<file path="src/rtl/channel_group_acc_ctrl_pkg.sv">
`default_nettype none
// ============================================================================
//  Module      : channel_group_acc_ctrl_pkg
//  Description : Shared constants, FSM state encoding and lane helper for the
//                channel-group accumulation controller.
//  Revision    : 1.0 - initial release
// ============================================================================
package channel_group_acc_ctrl_pkg;

    // Pictures processed in parallel and bits per lane at the tree output.
    localparam int PICTURE_NUM    = 1;
    localparam int WIDTH_DATA_OUT = 16;

    // Two signed lanes per picture; full beat width.
    localparam int LANES  = 2 * PICTURE_NUM;
    localparam int DATA_W = LANES * WIDTH_DATA_OUT;

    // Adder-tree latency, one cycle per add_simd stage.
    localparam int TREE_LAT = 5;

    // Controller states.
    typedef enum logic [1:0] {
        ST_IDLE  = 2'd0,
        ST_RUN   = 2'd1,
        ST_DRAIN = 2'd2,
        ST_DONE  = 2'd3
    } state_t;

    // One lane of the accumulator: the first group restarts the sum, later
    // groups add on top of it. Wraps modulo 2^WIDTH_DATA_OUT like add_simd.
    function automatic logic [WIDTH_DATA_OUT-1:0] lane_acc(
        input logic                      first,
        input logic [WIDTH_DATA_OUT-1:0] acc,
        input logic [WIDTH_DATA_OUT-1:0] data
    );
        return first ? data : (acc + data);
    endfunction

endpackage : channel_group_acc_ctrl_pkg
`default_nettype wire

</file>
<file path="src/rtl/channel_group_acc_ctrl_acc_out_fifo.sv">
`default_nettype none
// ============================================================================
//  Module      : channel_group_acc_ctrl_acc_out_fifo
//  Description : Small synchronous FIFO holding finished pixel sums. Exposes
//                its occupancy so the controller can grant output credit.
//                DEPTH must be a power of two (pointers wrap naturally).
//  Revision    : 1.0 - initial release
// ============================================================================
module channel_group_acc_ctrl_acc_out_fifo #(
    parameter int WIDTH = 32,
    parameter int DEPTH = 2
) (
    input  logic                       clk,
    input  logic                       rst_n,
    input  logic                       push,
    input  logic [WIDTH-1:0]           push_data,
    input  logic                       pop,
    output logic [WIDTH-1:0]           pop_data,
    output logic                       empty,
    output logic [$clog2(DEPTH+1)-1:0] count
);

    localparam int PTR_W = (DEPTH > 1) ? $clog2(DEPTH) : 1;
    localparam int CNT_W = $clog2(DEPTH + 1);

    logic [WIDTH-1:0] r_mem [DEPTH];
    logic [PTR_W-1:0] r_wr_ptr;
    logic [PTR_W-1:0] r_rd_ptr;
    logic [CNT_W-1:0] r_count;

    logic w_full;
    logic w_do_push;
    logic w_do_pop;

    assign w_full    = (r_count == CNT_W'(DEPTH));
    assign empty     = (r_count == '0);
    assign count     = r_count;
    assign pop_data  = r_mem[r_rd_ptr];
    // Pop is ignored when empty; a push into a full FIFO only lands if the
    // same cycle frees a slot.
    assign w_do_pop  = pop && !empty;
    assign w_do_push = push && (!w_full || w_do_pop);

    // Storage, pointers and occupancy; simultaneous push/pop keeps the count.
    always_ff @(posedge clk or negedge rst_n) begin
        if (!rst_n) begin
            r_wr_ptr <= '0;
            r_rd_ptr <= '0;
            r_count  <= '0;
            for (int i = 0; i < DEPTH; i++) begin
                r_mem[i] <= '0;
            end
        end else begin
            if (w_do_push) begin
                r_mem[r_wr_ptr] <= push_data;
                r_wr_ptr        <= r_wr_ptr + PTR_W'(1);
            end
            if (w_do_pop) begin
                r_rd_ptr <= r_rd_ptr + PTR_W'(1);
            end
            case ({w_do_push, w_do_pop})
                2'b10:   r_count <= r_count + CNT_W'(1);
                2'b01:   r_count <= r_count - CNT_W'(1);
                default: r_count <= r_count;
            endcase
        end
    end

    // The controller's credit scheme guarantees this never happens.
    a_no_overflow : assert property (@(posedge clk) disable iff (!rst_n)
        !(push && w_full && !pop));

endmodule : channel_group_acc_ctrl_acc_out_fifo
`default_nettype wire

</file>
<file path="src/rtl/channel_group_acc_ctrl.sv">
`default_nettype none
// ============================================================================
//  Module      : channel_group_acc_ctrl
//  Description : Admits 32-channel group beats into the adder tree, tracks
//                them through the tree latency, accumulates group partial
//                sums per lane at the tree output and emits one result per
//                pixel through a credit-protected output FIFO.
//  Revision    : 1.0 - initial release
// ============================================================================
module channel_group_acc_ctrl
    import channel_group_acc_ctrl_pkg::*;
#(
    parameter int OUT_DEPTH = 2
) (
    input  logic              clk,
    input  logic              rst_n,
    input  logic              start,
    input  logic [7:0]        cfg_group_num,
    input  logic [15:0]       cfg_pixel_num,
    input  logic              in_valid,
    output logic              in_ready,
    input  logic [DATA_W-1:0] tree_data,
    output logic              out_valid,
    input  logic              out_ready,
    output logic [DATA_W-1:0] out_data,
    output logic              busy,
    output logic              done
);

    localparam int CNT_W = $clog2(OUT_DEPTH + 1);
    // Wide enough for FIFO occupancy plus every pipe stage.
    localparam int CR_W  = 8;
    localparam int W     = WIDTH_DATA_OUT;

    state_t             r_state;
    logic [7:0]         r_cfg_group_num;
    logic [15:0]        r_cfg_pixel_num;
    logic [7:0]         r_group_cnt;
    logic [15:0]        r_pix_cnt;

    logic [TREE_LAT-1:0] r_pipe_valid;
    logic [TREE_LAT-1:0] r_pipe_first;
    logic [TREE_LAT-1:0] r_pipe_last;
    logic [DATA_W-1:0]   r_acc;

    logic               w_last_grp;
    logic               w_last_pix;
    logic               w_accept;
    logic               w_credit_ok;
    logic [CR_W-1:0]    w_last_inflight;
    logic [CNT_W-1:0]   w_fifo_count;
    logic               w_fifo_empty;
    logic               w_tail_valid;
    logic               w_tail_first;
    logic               w_tail_last;
    logic [DATA_W-1:0]  w_sum;

    assign w_last_grp = (r_group_cnt == r_cfg_group_num);
    assign w_last_pix = (r_pix_cnt == r_cfg_pixel_num);

    // Count pixel-closing beats still travelling through the tree.
    always_comb begin
        w_last_inflight = '0;
        for (int i = 0; i < TREE_LAT; i++) begin
            w_last_inflight = w_last_inflight + CR_W'(r_pipe_valid[i] & r_pipe_last[i]);
        end
    end

    // A pixel-closing beat needs a guaranteed FIFO slot when it reaches the
    // tail; other beats never produce a FIFO entry and are never held back.
    assign w_credit_ok = (CR_W'(w_fifo_count) + w_last_inflight) < CR_W'(OUT_DEPTH);
    assign in_ready    = (r_state == ST_RUN) && (!w_last_grp || w_credit_ok);
    assign w_accept    = in_valid && in_ready;

    assign busy = (r_state != ST_IDLE);
    assign done = (r_state == ST_DONE);

    // Layer sequencing: configuration capture, group/pixel counters, state.
    always_ff @(posedge clk or negedge rst_n) begin
        if (!rst_n) begin
            r_state         <= ST_IDLE;
            r_cfg_group_num <= '0;
            r_cfg_pixel_num <= '0;
            r_group_cnt     <= '0;
            r_pix_cnt       <= '0;
        end else begin
            case (r_state)
                ST_IDLE: begin
                    if (start) begin
                        r_state         <= ST_RUN;
                        r_cfg_group_num <= cfg_group_num;
                        r_cfg_pixel_num <= cfg_pixel_num;
                        r_group_cnt     <= '0;
                        r_pix_cnt       <= '0;
                    end
                end
                ST_RUN: begin
                    if (w_accept) begin
                        if (w_last_grp) begin
                            r_group_cnt <= '0;
                            r_pix_cnt   <= r_pix_cnt + 16'd1;
                            if (w_last_pix) begin
                                r_state <= ST_DRAIN;
                            end
                        end else begin
                            r_group_cnt <= r_group_cnt + 8'd1;
                        end
                    end
                end
                ST_DRAIN: begin
                    if (!(|r_pipe_valid) && w_fifo_empty) begin
                        r_state <= ST_DONE;
                    end
                end
                ST_DONE: begin
                    r_state <= ST_IDLE;
                end
                default: begin
                    r_state <= ST_IDLE;
                end
            endcase
        end
    end

    // Shadow the adder-tree latency with {valid, first, last} tags.
    always_ff @(posedge clk or negedge rst_n) begin
        if (!rst_n) begin
            r_pipe_valid <= '0;
            r_pipe_first <= '0;
            r_pipe_last  <= '0;
        end else begin
            r_pipe_valid <= {r_pipe_valid[TREE_LAT-2:0], w_accept};
            r_pipe_first <= {r_pipe_first[TREE_LAT-2:0], w_accept && (r_group_cnt == 8'd0)};
            r_pipe_last  <= {r_pipe_last[TREE_LAT-2:0],  w_accept && w_last_grp};
        end
    end

    assign w_tail_valid = r_pipe_valid[TREE_LAT-1];
    assign w_tail_first = r_pipe_first[TREE_LAT-1];
    assign w_tail_last  = r_pipe_last[TREE_LAT-1];

    // Per-lane running sum seen at the tree output.
    for (genvar l = 0; l < LANES; l++) begin : g_lane
        assign w_sum[l*W +: W] = lane_acc(w_tail_first, r_acc[l*W +: W], tree_data[l*W +: W]);
    end

    // Keep the partial sum for the next group of the same pixel.
    always_ff @(posedge clk or negedge rst_n) begin
        if (!rst_n) begin
            r_acc <= '0;
        end else if (w_tail_valid) begin
            r_acc <= w_sum;
        end
    end

    // The completed sum goes straight into the FIFO on the closing beat.
    channel_group_acc_ctrl_acc_out_fifo #(
        .WIDTH (DATA_W),
        .DEPTH (OUT_DEPTH)
    ) u_acc_out_fifo (
        .clk       (clk),
        .rst_n     (rst_n),
        .push      (w_tail_valid && w_tail_last),
        .push_data (w_sum),
        .pop       (out_valid && out_ready),
        .pop_data  (out_data),
        .empty     (w_fifo_empty),
        .count     (w_fifo_count)
    );

    assign out_valid = !w_fifo_empty;

endmodule : channel_group_acc_ctrl
`default_nettype wire

</file>
<file path="config.mk">
export PLATFORM = sky130hd
export DESIGN_NAME = channel_group_acc_ctrl
export DESIGN_NICKNAME = d
export VERILOG_FILES = /design/src/rtl/channel_group_acc_ctrl_pkg.sv /design/src/rtl/channel_group_acc_ctrl_acc_out_fifo.sv /design/src/rtl/channel_group_acc_ctrl.sv
export SDC_FILE = /design/constraint.sdc
export NUM_CORES = 1
export LEC_CHECK = 0
export ABC_CLOCK_PERIOD_IN_PS = 6570
export CELL_PAD_IN_SITES_DETAIL_PLACEMENT = 1
export CELL_PAD_IN_SITES_GLOBAL_PLACEMENT = 1
export CORE_UTILIZATION = 48
export CTS_BUF_LIST = sky130_fd_sc_hd__clkbuf_16
export DETAILED_ROUTE_END_ITERATION = 7
export GPL_ROUTABILITY_DRIVEN = 0
export PLACE_DENSITY = 0.95
export SLEW_MARGIN = 25
export SYNTH_ARGS = -nofsm -noshare
export SYNTH_HDL_FRONTEND = slang
export SYNTH_SLANG_ARGS = --single-unit
</file>
<file path="constraint.sdc">
create_clock -name clk -period 6.57 [get_ports clk]
set_input_delay 0.657 -clock clk [delete_from_list [all_inputs] [get_ports clk]]
set_output_delay 0.657 -clock clk [all_outputs]
set_load 0.1 [all_outputs]
</file>
==> summary.txt <==
Run status
  • Status: complete, but fails checks
  • Failing checks: DRC

CTS
  • Worst-skew pair later-pin latency: 430 ps
  • Number of buffers created by CTS: 17
  • CTS Buffer Depth: 2
  • Clk slew on worst S/H paths: 60 ps
  • H-tree levels: 4
  • Hold buffers post-CTS: 0
  • Clk sinks: 165
  • Setup bufs post-CTS: 0
  • TritonCTS clock tree: yes
  • Post-CTS sizing: 0
  • CTS root buf: clkbuf_16

Min path
  • Worst min path class: primary input to async pin

Setup path
  • Req. time, crit path: 5910 ps
  • Crit. End Element: output port
  • RR Startpoint: r_pipe_valid[4]$_DFF_PN0_
  • Critical path type: register to output port
  • Peak fanout along the critical path: 60
  • Crit path arrival time: 4220 ps
  • Flop-to-flop setup slack: 2480 ps
  • Worst R2R End: r_pix_cnt[15]$_DFFE_PN0P_
  • Worst setup SP type: register
  • Worst reg-to-reg path cell count: 11

Synthesis
  • Sequential area share after synthesis: a little under half
  • Number of flops mapped to enable cells by yosys: 0
  • Synth Net Count: about 1000
  • Yosys Warn Count: 0
  • Mapped Cells: 889
  • Synthesized flop and latch total: approximately 170
  • Asr flop ratio synth: 100%
  • Main synth FF type: dfrtp_1
  • Post-synth cell types: 62
  • Post-synth design cell area: 0.00893 mm2
  • Cell taking the most area after synthesis: dfrtp_1
  • Synth top area share: 46.3%
  • Syn_area_per_cell: 10.0 um2
  • Synth top area cells: dfrtp_1 46%, mux2_2 8.8%, ha_1 5.6%

Power
  • Switch Pwr: 1.92 mW
  • Clk pwr share: 22.1%
  • Power, Total: 4.63 mW
  • Leak: 4.64 nW
  • Comb power frac: a little under half
  • Pwr dens: 434 mW/mm2
  • Sw Ratio: 41.5%
  • VDD IR-drop max: 0.341 mV
  • Share of power burned in registers: 32.2%
  • Int Pwr: 2.71 mW

Timing
  • Setup TNS: 0 ps
  • Fin. Hold Viols: 0
  • Clock Skew: 8.40 ps
  • Setup Viol. Count Final: 0
  • Slew Limit Fails: 0
  • Rel. slew slack: 29.5%
  • Unrepaired setup endpoints after global routing: false
  • Worst slew pin tran: between 1000 and 1500 ps
  • Period utilisation layout: 74.3%
  • Final min period: 4880 ps
  • Fmax achieved: between 200 and 250 MHz

Floorplan
  • Rows: 49
  • Core area: between 0.015 and 0.02 mm2
  • Chip height: 138 um
  • Die ar.: 0.0191 mm2
  • I/O pin count: 97
  • Initial core utilization: between 40% and 50%
  • Die width: roughly 140 um

Final layout
  • Sequential cell area: 0.00413 mm2
  • Share of cells above drive strength 1: about an eighth
  • Multi-input gate area: ~0.0046 mm2
  • Filler cell count in the final layout: 1966
  • Commonest non-fill, non-tap cell in the layout: dfrtp_1
  • Area grow syn2layout: 19.4%
  • Fin util: roughly three fifths
  • Commonest non-fill, non-tap cells in the layout: 164 x dfrtp_1, 95 x clkdlybuf4s50_1, 92 x nand2_1
  • Nets@finish: 1074
  • Ant diodes: 0

Placed design
  • HPWL Detailed: 15700 um
  • Buffers on Ports: 96

Routing
  • Starting DRT DRC Count: 325
  • Detailed-route via count: approximately 7000
  • Mean routed wirelength per cell: 19.1 um
  • Post-DRT Antenna Nets: 0
  • Final WL: 23100 um
  • DRT Pass-1 Iters: 8
  • Vias per cell: roughly 5.8
  • DR DRC count: 27

GRT
  • Tot GR Track Use: 25.4%
  • Vias in the first global route: 7667
  • First-pass GRT wire length: 38700 um
  • Largest net degree at the start of global routing: 89
  • Initial antenna violation count: 0
  • Global route total overflow: 0

Run
  • Max-Cap Viols: 0
-- through the flow --
step	area [um2]	instances	hold WS (ps)	setup WS, ps
after floorplan	8930	889	331	3140
after detailed placement	10000	1178	336	1980
after global placement	10000	1178	333	2120
after CTS	10600	1210	313	1510
after global routing	10700	1210	349	1510
final	10700	1210	274	1690
-- worst max-delay path by stage --
| stage | to | cells past startpoint | from |
|---|---|---|---|
| after floorplan | in_ready | 10 | r_pipe_valid[0]$_DFF_PN0_ |
| after global placement | in_ready | 9 | r_pipe_valid[4]$_DFF_PN0_ |
| after detailed placement | in_ready | 9 | r_pipe_valid[4]$_DFF_PN0_ |
| after CTS | in_ready | 9 | r_pipe_valid[4]$_DFF_PN0_ |
| after global routing | in_ready | 11 | r_pipe_last[0]$_DFF_PN0_ |
| final | in_ready | 9 | r_pipe_valid[4]$_DFF_PN0_ |
-- cell families (layout without fill, tap and decap cells) --
logic type	count (synthesis)	after routing	synth area share [%]
and+or+nand+nor	264	264	13.9
AOI/OAI and AO/OA	205	205	13.9
adders and majority gates	45	45	6.73
buffers and inverters	65	157	2.89
DFF	165	165	46.3
xor gates and xnor gates	64	64	6.28
muxes	81	81	10.1
-- cells in the mapped netlist (all sizes together), types with 3 or more instances --
| cell type | number |
|---|---|
| dfrtp | 165 |
| mux2i | 11 |
| nand3 | 15 |
| nor4b | 4 |
| nor2b | 5 |
| or2 | 4 |
| nand2 | 95 |
| o21bai | 3 |
| a21oi | 67 |
| o311ai | 3 |
| buf | 7 |
| o211ai | 3 |
| nand2b | 3 |
| and3 | 7 |
| or3 | 7 |
| nor3 | 19 |
| o31ai | 5 |
| nor2 | 72 |
| a21o | 7 |
| a211oi | 8 |
| xnor2 | 46 |
| xor2 | 18 |
| inv | 26 |
| o31a | 6 |
| nand3b | 3 |
| mux2 | 70 |
| fa | 5 |
| o21ai | 76 |
| o21a | 11 |
| clkbuf | 32 |
| nand4 | 11 |
| a31oi | 4 |
| ha | 40 |
| nor4 | 5 |
| and2 | 7 |
-- state kept, by name (all words and copies together), names as in the netlist --
register / cells
u_acc_out_fifo.r_mem: 64
r_acc: 32
r_cfg_pixel_num: 16
r_pix_cnt: 16
r_cfg_group_num: 8
r_group_cnt: 8
r_pipe_first: 5
r_pipe_last: 5
r_pipe_valid: 5
r_state: 2
u_acc_out_fifo.count: 2
u_acc_out_fifo.r_rd_ptr: 1
u_acc_out_fifo.r_wr_ptr: 1
-- worst max-delay path, stage by stage (launching register included) --
cell and delay, ps:
dfrtp_4 730, and2_1 280, fa_1 560, nand3_1 110, fa_1 390, nor3b_1 190
a21oi_1 110, nor2_1 130, or2_2 150, clkdlybuf4s50_1 1130
-- layer usage --
layer	part of all wire, %	track usage (%)
met5	0	0
met4	2.0	8.46
met3	3.7	4.33
met2	52	45.6
met1	42	30.9
-- area by class of cell --
type / count / share of cell area [%]
Multi-Input combinational cell: 659 / 42.8
Sequential cell: 165 / 38.8
Timing Repair Buffer: 99 / 9.28
Clock buffer: 17 / 3.99
Tap cell: 229 / 2.69
Clock inverter: 15 / 1.54
Inverter: 26 / 0.916
-- power groups by stage --
stage          registers [mW]  clock network [mW]  logic (mW)
2_1_floorplan            1.40                   0        1.64
3_3_place_gp             1.48                   0        1.95
3_5_place_dp             1.50                   0        2.06
4_1_cts                  1.49                1.03        2.11
5_1_grt                  1.52                1.07        2.32
6_report                 1.49                1.02        2.11
No activity file was read; power rests on OpenSTA's default activity.
